## config.mk

```make
export PLATFORM = sky130hd
export DESIGN_NAME = hart_rate_meter
export DESIGN_NICKNAME = d
export VERILOG_FILES = /design/src/rtl/hart_pkg.sv /design/src/rtl/hart_divider.sv /design/src/rtl/hart_rate_meter.sv
export SDC_FILE = /design/constraint.sdc
export NUM_CORES = 1
export LEC_CHECK = 0
export CAP_MARGIN = 20
export CORE_MARGIN = 8
export CORE_UTILIZATION = 61
export DETAILED_ROUTE_END_ITERATION = 10
export PLACE_DENSITY_LB_ADDON = 0.2
export SLEW_MARGIN = 20
export SYNTH_ARGS = -nofsm -noshare
export SYNTH_HDL_FRONTEND = slang
export SYNTH_HIERARCHICAL = 1
export SYNTH_SLANG_ARGS = --single-unit
```

## constraint.sdc

```tcl
create_clock -name slow -period 4.4 [get_ports slow]
set_input_delay 1.1 -clock slow [delete_from_list [all_inputs] [get_ports slow]]
set_output_delay 1.1 -clock slow [all_outputs]
set_load 0.1 [all_outputs]
```

## src/rtl/hart_pkg.sv

```systemverilog
// ---------------------------------------------------------------------------
// hart_pkg
// Shared definitions for the heartbeat rate meter: parameter defaults, the
// measurement FSM state encoding and the saturation limit of the rate word.
// No ports (package).
// ---------------------------------------------------------------------------
package hart_pkg;

    // Default numerator: 64 Hz tick * 60 s / 2, so one rate unit is 2 bpm.
    localparam int RATE_K_DEF  = 1920;
    localparam int NUM_W_DEF   = 12;
    localparam int CNT_W_DEF   = 12;
    // Refractory window; must exceed NUM_W+1 so no beat is accepted mid-divide.
    localparam int MIN_IVL_DEF = 16;

    // Largest value representable by the 6-bit rate output.
    localparam int HART_MAX    = 63;

    typedef enum logic [1:0] {
        IDLE,
        MEASURE,
        DIVIDE,
        TIMEOUT
    } state_t;

endpackage

```

## src/rtl/hart_divider.sv

```systemverilog
// ---------------------------------------------------------------------------
// hart_divider
// Sequential restoring divider computing RATE_K / divisor, one quotient bit
// per clock for NUM_W clocks.
// Ports:
//   slow     in   clock, rising edge
//   reset    in   synchronous active-high reset, aborts a divide in progress
//   start    in   load divisor and begin a new divide
//   divisor  in   DIV_W-bit divisor (must be non-zero)
//   busy     out  a divide is in progress or its result is being presented
//   done     out  quotient valid this cycle (single cycle)
//   quotient out  NUM_W-bit quotient
// ---------------------------------------------------------------------------
module hart_divider
    import hart_pkg::*;
#(
    parameter int RATE_K = RATE_K_DEF,
    parameter int NUM_W  = NUM_W_DEF,
    parameter int DIV_W  = CNT_W_DEF
) (
    input  logic             slow,
    input  logic             reset,
    input  logic             start,
    input  logic [DIV_W-1:0] divisor,
    output logic             busy,
    output logic             done,
    output logic [NUM_W-1:0] quotient
);

    localparam int CW = $clog2(NUM_W + 1);

    logic [DIV_W-1:0] rem;
    logic [DIV_W-1:0] dvs;
    logic [NUM_W-1:0] quo;
    logic [CW-1:0]    count;

    logic [DIV_W:0]   trial;
    logic [DIV_W:0]   diff;
    logic             ge;

    // The partial remainder is always below the divisor, so shifting in the
    // next numerator bit needs just one extra bit of headroom.
    always_comb begin
        trial = {rem, quo[NUM_W-1]};
        ge    = trial >= {1'b0, dvs};
        diff  = trial - {1'b0, dvs};
    end

    // quo starts out holding the numerator; each step shifts out its top bit
    // into the remainder and shifts in the new quotient bit at the bottom.
    always_ff @(posedge slow) begin
        if (reset) begin
            rem   <= '0;
            dvs   <= '0;
            quo   <= '0;
            count <= '0;
            busy  <= 1'b0;
        end else if (start) begin
            rem   <= '0;
            dvs   <= divisor;
            quo   <= NUM_W'(RATE_K);
            count <= CW'(NUM_W);
            busy  <= 1'b1;
        end else if (busy) begin
            if (count != '0) begin
                rem   <= ge ? diff[DIV_W-1:0] : trial[DIV_W-1:0];
                quo   <= {quo[NUM_W-2:0], ge};
                count <= count - 1'b1;
            end else begin
                busy  <= 1'b0;
            end
        end
    end

    assign done     = busy && (count == '0);
    assign quotient = quo;

endmodule

```

## src/rtl/hart_rate_meter.sv

```systemverilog
// ---------------------------------------------------------------------------
// hart_rate_meter
// Turns the raw heartbeat sensor pulse into a 6-bit rate word (2 bpm units).
// The beat is synchronised and edge-detected, the interval between accepted
// beats is counted in ticks, and RATE_K / interval is computed by a
// sequential divider and saturated to 6 bits. A long silence forces 0.
// Ports:
//   slow       in   system tick clock, rising edge
//   reset      in   synchronous active-high reset
//   beat       in   raw sensor pulse, asynchronous, active-high
//   hart       out  current rate, 2 bpm per unit
//   hart_valid out  one-cycle pulse whenever hart is updated
//   timeout    out  high while there is no valid beat history
// ---------------------------------------------------------------------------
module hart_rate_meter
    import hart_pkg::*;
#(
    parameter int RATE_K  = RATE_K_DEF,
    parameter int NUM_W   = NUM_W_DEF,
    parameter int CNT_W   = CNT_W_DEF,
    parameter int MIN_IVL = MIN_IVL_DEF
) (
    input  logic       slow,
    input  logic       reset,
    input  logic       beat,
    output logic [5:0] hart,
    output logic       hart_valid,
    output logic       timeout
);

    localparam logic [CNT_W-1:0] IVL_MAX = '1;
    localparam logic [CNT_W-1:0] IVL_PRE = IVL_MAX - CNT_W'(1);

    state_t state;
    state_t next_state;

    logic beat_meta;
    logic beat_sync;
    logic beat_prev;
    logic rise;
    logic accept;

    logic [CNT_W-1:0] ivl;

    logic             div_start;
    logic             div_busy;
    logic             div_done;
    logic [NUM_W-1:0] quotient;
    logic [5:0]       hart_sat;

    logic load_result;
    logic load_timeout;

    // Two-flop synchroniser plus a delayed copy for rising-edge detection.
    always_ff @(posedge slow) begin
        if (reset) begin
            beat_meta <= 1'b0;
            beat_sync <= 1'b0;
            beat_prev <= 1'b0;
        end else begin
            beat_meta <= beat;
            beat_sync <= beat_meta;
            beat_prev <= beat_sync;
        end
    end

    assign rise = beat_sync & ~beat_prev;

    // A rise only counts when we are waiting for a first beat or when the
    // refractory window since the previous accepted beat has elapsed.
    assign accept = rise &&
                    ((state == IDLE) ||
                     ((state == MEASURE) && (ivl >= CNT_W'(MIN_IVL))));

    // Interval counter restarts at 1 so that a spacing of d ticks reads d at
    // the next accepted rise; it saturates to flag the silence condition.
    always_ff @(posedge slow) begin
        if (reset) begin
            ivl <= '0;
        end else if (accept) begin
            ivl <= CNT_W'(1);
        end else if (ivl != IVL_MAX) begin
            ivl <= ivl + CNT_W'(1);
        end
    end

    always_ff @(posedge slow) begin
        if (reset) begin
            state <= IDLE;
        end else begin
            state <= next_state;
        end
    end

    // Next-state and control decode. The timeout branch fires as the counter
    // steps onto its saturation value so the zero output appears one cycle
    // after saturation. In DIVIDE, losing busy without done can only follow
    // an abnormal divider state, so we fall back to measuring.
    always_comb begin
        next_state   = state;
        div_start    = 1'b0;
        load_result  = 1'b0;
        load_timeout = 1'b0;
        case (state)
            IDLE: begin
                if (accept) begin
                    next_state = MEASURE;
                end
            end
            MEASURE: begin
                if (accept) begin
                    div_start  = 1'b1;
                    next_state = DIVIDE;
                end else if (ivl == IVL_PRE) begin
                    next_state = TIMEOUT;
                end
            end
            DIVIDE: begin
                if (div_done) begin
                    load_result = 1'b1;
                    next_state  = MEASURE;
                end else if (!div_busy) begin
                    next_state  = MEASURE;
                end
            end
            TIMEOUT: begin
                load_timeout = 1'b1;
                next_state   = IDLE;
            end
            default: begin
                next_state = IDLE;
            end
        endcase
    end

    hart_divider #(
        .RATE_K (RATE_K),
        .NUM_W  (NUM_W),
        .DIV_W  (CNT_W)
    ) u_divider (
        .slow     (slow),
        .reset    (reset),
        .start    (div_start),
        .divisor  (ivl),
        .busy     (div_busy),
        .done     (div_done),
        .quotient (quotient)
    );

    assign hart_sat = (quotient > NUM_W'(HART_MAX)) ? 6'(HART_MAX) : quotient[5:0];

    // Output registers: hart holds between updates, hart_valid pulses once
    // per update, timeout clears on a real measurement and sets on silence.
    always_ff @(posedge slow) begin
        if (reset) begin
            hart       <= '0;
            hart_valid <= 1'b0;
            timeout    <= 1'b1;
        end else begin
            hart_valid <= 1'b0;
            if (load_result) begin
                hart       <= hart_sat;
                hart_valid <= 1'b1;
                timeout    <= 1'b0;
            end else if (load_timeout) begin
                hart       <= '0;
                hart_valid <= 1'b1;
                timeout    <= 1'b1;
            end
        end
    end

endmodule
```

==> insert_results.sql, run 1 <==
INSERT INTO impl_metrics (metric_group, metric, value, unit) VALUES
('critical_path', 'crit_type', 'flip-flop to primary output', ''),
('finish', 'seq_area', '1320', 'µm²'),
('clock_network', 'cts_resized', '0', ''),
('die', 'coreArea', '5410', 'µm²'),
('grt', 'global_route.overflow_total', '0', ''),
('critical_path', 'critPathMaxStageDelay', '1.13', 'ns'),
('timing', 'skew', '0.00688', 'ns'),
('yosys', 'post_synth_num_cell_types', '58', ''),
('timing', 'worst_slew_margin_rel', '35.1', '%'),
('critical_path', 'critical_path_required', '3.30', 'ns'),
('clock_network', 'clock_path_buffers', '2', ''),
('clock_network', 'cts_setup_buffers', '0', ''),
('route', 'detail_route.first_pass.iterations', '4', ''),
('power', 'peakVddDrop', '0.000193', 'V'),
('yosys', 'avgSynthCellArea', '8.53', 'µm²'),
('die', 'floorplan.initialDensity', '62.4', '%'),
('power', 'power.density', '291', 'nW/µm²'),
('place', 'post-dp-hpwl', '5.06', 'mm'),
('finish', 'share_of_final_layout_standard_cells_stronger_than_drive_strength_1', '9.31', '%'),
('route', 'post_drt_wl_per_cell', '14.8', 'µm'),
('finish', 'layout-area-overhead-vs-synth', '8.91', '%'),
('timing', 'pins_over_their_slew_limit', '0', ''),
('die', 'die_area', '8160', 'µm²'),
('place', 'io_buffers', '10', ''),
('timing', 'achievable-frequency', '0.345', 'GHz'),
('critical_path', 'critPathMaxFanout', '2', ''),
('grt', 'largest_net_degree_at_the_start_of_global_routing', '36', ''),
('critical_path', 'crit_path_cell_trace', 'clkdlybuf4s50_1', ''),
('yosys', 'postSynth.asyncResetShare', '0', '%'),
('finish', 'design_area', '3670', 'µm²'),
('grt', 'antenna_found_initial', '0', ''),
('route', 'final_antenna_net_count', '0', ''),
('place', 'globalplace.congestion', '0.922', ''),
('yosys', 'synth_area_leader_cell', 'dfxtp_1', ''),
('grt', 'global_route.usage.total', '17.9', '%'),
('outcome', 'run_status', 'completed', ''),
('clock_network', 'clock_tree_root_driver_cell', 'clkbuf_8', ''),
('route', 'route.detailed.vias_per_inst', '5.81', ''),
('critical_path', 'worstPathArrival', '1.80', 'ns'),
('yosys', 'ys_seq_elements', '66', ''),
('yosys', 'synth_edf_count', '0', ''),
('flow_run', 'maxCapViolCount', '0', ''),
('critical_path', 'crit_path_start_kind', 'flip-flop', ''),
('die', 'floorplan.die.height', '90.3', 'µm'),
('critical_path', 'crit_path_top_delay_cell', 'clkdlybuf4s50_1', ''),
('worst_hold_path', 'holdCritPathClass', 'flip-flop to flip-flop', ''),
('clock_network', 'cts_tree', 'done', ''),
('grt', 'global_route_wire_length_before_repair', '12.0', 'mm'),
('clock_network', 'h_tree_levels', '3', ''),
('yosys', 'synth_ff_type', 'dfxtp_1', ''),
('yosys', 'netlist.area_leader.share', '39.2', '%'),
('critical_path', 'path_buf_inv', '1', ''),
('die', 'fp.dieW', '90.3', 'µm'),
('timing', 'finalSetupViolCount', '0', ''),
('finish', 'final_nets', '424', ''),
('timing', 'setup-tns-final', '0', 'ns'),
('finish', 'area_of_the_multi_input_gates', '1890', 'µm²'),
('clock_network', 'clk_latency', '0.33', 'ns'),
('finish', 'fillCellCount', '459', ''),
('timing', 'min_period_over_period', '66.0', '%'),
('yosys', 'yosysWarnings', '6', ''),
('route', 'wl', '7.11', 'mm'),
('grt', 'grt_pass1_vias', '2632', ''),
('yosys', 'synthTopCellsByArea', 'dfxtp_1, ha_1, nand2_1, a21oi_1, mux2i_1', ''),
('power', 'power.leakage', '1.36', 'nW'),
('place', 'placed_area', '3500', 'µm²'),
('clock_network', 'cts.clk_slew.worst_paths', '0.07', 'ns'),
('timing', 'worst_pin_slew', '0.970', 'ns'),
('yosys', 'postSynthCellCount', '395', ''),
('yosys', 'synth_sequential_area_ratio', '39.2', '%'),
('timing', 'grt_setup_unrepaired', 'false', '');
-- per-stage QoR --
| step | setup WS (ns) | hold slack, ns | instances | total power [W] |
|---|---|---|---|---|
| floorplan | 2.13 | 0.414 | 395 | 0.000638 |
| global route | 1.30 | 0.477 | 480 | 0.00111 |
| detailed placement | 1.58 | 0.428 | 464 | 0.000646 |
| CTS | 1.48 | 0.445 | 480 | 0.00108 |
| finish | 1.50 | 0.440 | 480 | 0.00107 |
| global placement | 1.62 | 0.420 | 464 | 0.000645 |
-- state kept, by name, indices dropped and copies added, names as in the netlist, 2 cells and up --
register            count
ivl                    12
u_divider/dvs          12
u_divider/quotient     12
u_divider/rem          12
hart                    6
u_divider/count         4
state                   2
-- power breakdown --
part / switching (W) / internal [W]
clock network: 0.000220 / 0.000217
logic: 0.0000165 / 0.00000833
registers: 0.00000667 / 0.000601
-- cells by family after synthesis --
logic type	after synthesis	share of synthesized area [%]
muxes	17	5.35
DFF	66	39.2
and+or+nand+nor	145	22.2
buffers and inverters	36	4.71
adders and majority gates	18	6.90
xor gates and xnor gates	11	2.86
AOI/OAI and AO/OA	102	18.7
-- path summary, 6_finish.rpt --
path | start | endpoint | slack [ns] | cells past startpoint
setup reg to reg | ivl[4] | u_divider/rem[11] | 1.60 | 7
setup / recovery | hart[5] | hart[5] | 1.50 | 1
hold reg to reg | beat_meta | beat_sync | 0.44 | 1
hold / removal | beat_meta | beat_sync | 0.44 | 1
-- cell usage in the layout, fill, tap and decap left out, types with 5 or more instances in the layout --
cell	n
a211oi_1	5
a21oi_1	34
a21o_1	6
dfxtp_1	66
o21ai_0	20
xnor2_1	8
a31oi_1	11
nor2b_1	10
clkdlybuf4s50_1	10
clkbuf_8	10
ha_1	17
inv_1	21
nor2_1	35
nand3_1	10
mux2i_1	15
nand2_1	50
-- layout make-up --
class	count	area share, %
Clock inverter	5	0.818
Clock buffer	11	3.85
Timing Repair Buffer	12	3.14
Multi-Input combinational cell	293	51.6
Sequential cell	66	36.0
Inverter	21	2.15
Tap cell	72	2.45
-- metal layers --
layer | vias to the layer above | share of wire [%] | GRT usage, %
met1 | 1316 | 45 | 21.0
met2 | 49 | 49 | 30.3
met3 | 12 | 3.8 | 4.07
li1 | 1413 | - | -
met4 | 0 | 1.8 | 8.60
met5 | - | 0 | 0
Power figures use the tool's default switching activity.
==> inputs of run 2 (changes only) <==
--- a/config.mk
+++ b/config.mk
@@ -7,7 +7,7 @@
 export LEC_CHECK = 0
 export CAP_MARGIN = 20
 export CORE_MARGIN = 8
-export CORE_UTILIZATION = 61
+export CORE_UTILIZATION = 55
 export DETAILED_ROUTE_END_ITERATION = 10
 export PLACE_DENSITY_LB_ADDON = 0.2
 export SLEW_MARGIN = 20
==> constraint.sdc (replaced) <==
create_clock -name slow -period 2.3 [get_ports slow]
set_input_delay 0.575 -clock slow [delete_from_list [all_inputs] [get_ports slow]]
set_output_delay 0.575 -clock slow [all_outputs]
set_load 0.1 [all_outputs]
==> run 2 against run 1 <==
Effect of this change: critical path depth grew 9; cell area grew 8.4%; largest cell class unchanged; non-clock buffer count grew 30; first-iteration DRC count grew 0.58%; critical endpoint is now u_divider/rem[5]; largest power group unchanged.
==> insert_results.sql, run 2 (synthesis gave the netlist of run 1 again) <==
INSERT INTO impl_metrics (metric_group, metric, value, unit) VALUES
('grt', 'global_route.overflow_total', '0', ''),
('place', 'post-dp-hpwl', '5.66', 'mm'),
('finish', 'finish.utilization', '67.2', '%'),
('critical_path', 'r2r_end', 'u_divider/rem[5]', ''),
('finish', 'layout.cells.most_common', 'dfxtp_1', ''),
('power', 'switching_share_of_total_power', '24.1', '%'),
('finish', 'num_antenna_cells', '0', ''),
('worst_hold_path', 'holdPathStages', '1', ''),
('place', 'globalplace.congestion', '0.853', ''),
('place', 'dp.cells', '495', ''),
('timing', 'worst_slew_margin_rel', '68.7', '%'),
('clock_network', 'cts_tree', 'done', ''),
('timing', 'finalCriticalPeriod', '2.20', 'ns'),
('die', 'floorplan.die.height', '94.3', 'µm'),
('finish', 'fillCellCount', '484', ''),
('route', 'wl', '7.80', 'mm'),
('finish', 'layout-area-overhead-vs-synth', '18.1', '%'),
('power', 'peakVddDrop', '0.000364', 'V'),
('route', 'route.detailed.vias_per_inst', '5.71', ''),
('die', 'fp.dieW', '94.3', 'µm'),
('clock_network', 'clock_tree_root_driver_cell', 'clkbuf_8', ''),
('critical_path', 'path_buf_inv', '3', ''),
('finish', 'share_of_final_layout_standard_cells_stronger_than_drive_strength_1', '22.4', '%'),
('power', 'pwr-share-seq', '56.2', '%'),
('clock_network', 'clk_latency', '0.34', 'ns'),
('power', 'clkPwrFrac', '40.8', '%'),
('clock_network', 'h_tree_levels', '3', ''),
('die', 'design.portCount', '11', ''),
('critical_path', 'crit_path_cell_trace', 'inv_2 > ha_4 > buf_4 > a21o_1 > a31o_1 > and4_4 > or3_4 > buf_6 > mux2i_1 > a21oi_1', ''),
('critical_path', 'critPathMaxStageDelay', '0.40', 'ns'),
('route', 'final_antenna_net_count', '0', ''),
('timing', 'worst_hold_slack', '0.443', 'ns'),
('power', 'power.leakage', '1.54', 'nW'),
('route', 'drt_iter0_drc', '173', ''),
('critical_path', 'crit_path_start_kind', 'flip-flop', ''),
('grt', 'global_route.usage.total', '18.2', '%'),
('grt', 'largest_net_degree_at_the_start_of_global_routing', '18', ''),
('critical_path', 'critPathMaxFanout', '6', ''),
('timing', 'pins_over_their_slew_limit', '0', ''),
('timing', 'grt_setup_unrepaired', 'false', ''),
('clock_network', 'cts_sinks', '66', ''),
('worst_hold_path', 'min_to', 'beat_sync', ''),
('place', 'io_buffers', '10', ''),
('critical_path', 'reg2regPathDepth', '10', ''),
('power', 'switching_power', '0.000495', 'W'),
('worst_hold_path', 'hp-start', 'beat_meta', ''),
('finish', 'final_cell_count_no_fill', '513', ''),
('finish', 'area_of_the_multi_input_gates', '1980', 'µm²'),
('outcome', 'run_status', 'completed', ''),
('timing', 'achievable-frequency', '0.454', 'GHz'),
('clock_network', 'cts.clk_slew.worst_paths', '0.07', 'ns'),
('timing', 'min_period_over_period', '95.7', '%'),
('die', 'coreArea', '5920', 'µm²'),
('grt', 'antenna_found_initial', '0', ''),
('timing', 'skew', '0.00978', 'ns'),
('die', 'rows', '28', ''),
('critical_path', 'crit_type', 'flip-flop to flip-flop', ''),
('power', 'power_report.internal_total', '0.00156', 'W'),
('flow_run', 'maxCapViolCount', '0', ''),
('place', 'placed_area', '3690', 'µm²'),
('route', 'drc_errors', '0', ''),
('grt', 'grt_pass1_vias', '2776', ''),
('die', 'floorplan.initialDensity', '56.9', '%'),
('worst_hold_path', 'holdCritPathClass', 'flip-flop to flip-flop', ''),
('critical_path', 'critical_path_s_top_delay_family', 'simple AND/OR/NAND/NOR gates', ''),
('route', 'detail_route.first_pass.iterations', '4', ''),
('finish', 'seq_area', '1330', 'µm²'),
('timing', 'worst_pin_slew', '0.467', 'ns'),
('grt', 'global_route_wire_length_before_repair', '13.0', 'mm'),
('clock_network', 'cts_made_buffers', '9', ''),
('critical_path', 'crit_path_top_delay_cell', 'or3_4', ''),
('critical_path', 'worstPathArrival', '2.42', 'ns'),
('power', 'power.density', '516', 'nW/µm²'),
('critical_path', 'critical_path_required', '2.52', 'ns'),
('finish', 'mostFrequentLayoutCells', 'dfxtp_1, nand2_1, buf_4, nor2_1, a21oi_1', ''),
('route', 'via_count', '2931', ''),
('critical_path', 'r2r_setup_slack', '0.1', 'ns'),
('timing', 'final_hold_viol_count', '0', ''),
('die', 'die_area', '8890', 'µm²'),
('critical_path', 'worstSetupEndpointType', 'flip-flop', ''),
('finish', 'final_nets', '454', ''),
('timing', 'finalSetupViolCount', '0', ''),
('critical_path', 'r2r-start', 'u_divider/dvs[6]', ''),
('finish', 'design_area', '3980', 'µm²'),
('power', 'power.combinational.fraction', '3.0', '%'),
('clock_network', 'clock_path_buffers', '2', ''),
('route', 'post_drt_wl_per_cell', '15.2', 'µm');
## run 2: stage by stage
step                worst slack [ns]  total power [W]  TNS, ns
CTS                          0.00938          0.00208        0
finish                        0.0996          0.00206        0
floorplan                     0.0268          0.00122        0
global placement              0.0725          0.00124        0
global route                 0.00583          0.00213        0
detailed placement           -0.0671          0.00124   -0.244
## run 2: per-layer routing
metal	wire length, µm	track usage (%)	up-vias
met4	118	7.79	0
met1	3470	22.0	1381
met5	0	0	-
met2	3910	30.5	63
met3	307	3.92	11
li1	-	-	1476
## run 2: worst register-to-register path, cell delays in order (launching register included)
cell     delay [ns]
dfxtp_2        0.33
inv_2          0.04
ha_4           0.23
buf_4          0.13
a21o_1         0.18
a31o_1         0.20
and4_4         0.20
or3_4          0.40
buf_6          0.16
mux2i_1        0.15
a21oi_1        0.08
## run 2: worst max path at each step
| stage | to | from | slack [ns] | cells after the start |
|---|---|---|---|---|
| after global routing | u_divider/rem[10] | u_divider/dvs[10] | 0.006 | 10 |
| after floorplan | u_divider/rem[6] | ivl[8] | 0.03 | 10 |
| final | u_divider/rem[5] | u_divider/dvs[6] | 0.1 | 10 |
| after detailed placement | u_divider/rem[5] | u_divider/dvs[10] | -0.07 | 9 |
| after CTS | u_divider/rem[5] | u_divider/dvs[6] | 0.009 | 9 |
| after global placement | u_divider/rem[4] | u_divider/dvs[6] | 0.07 | 9 |
## run 2: what timing repair did
item / in CTS / in global routing
setup endpoints to repair: 7 / 10
resized for setup: 1 / 24
cloned: 0 / 0
hold endpoints to repair: 0 / 0
hold buffers: 0 / 0
setup buffers: 0 / 3
pin swaps: 0 / 13
## run 2: final cells by class
| cell class | count | area share (%) |
|---|---|---|
| inverter | 21 | 1.98 |
| clock inverter | 7 | 1.13 |
| tap | 75 | 2.36 |
| multi-input combinational | 293 | 49.8 |
| timing repair buffer | 42 | 8.24 |
| sequential | 66 | 33.4 |
| clock buffer | 9 | 3.11 |
## run 2: power groups by stage
stage,clock network [W],logic (W),registers [W]
after floorplan,0,0.0000373,0.00118
after detailed placement,0,0.0000619,0.00118
final,0.000838,0.0000616,0.00116
after CTS,0.000858,0.0000620,0.00116
after global routing,0.000905,0.0000702,0.00116
after global placement,0,0.0000605,0.00118
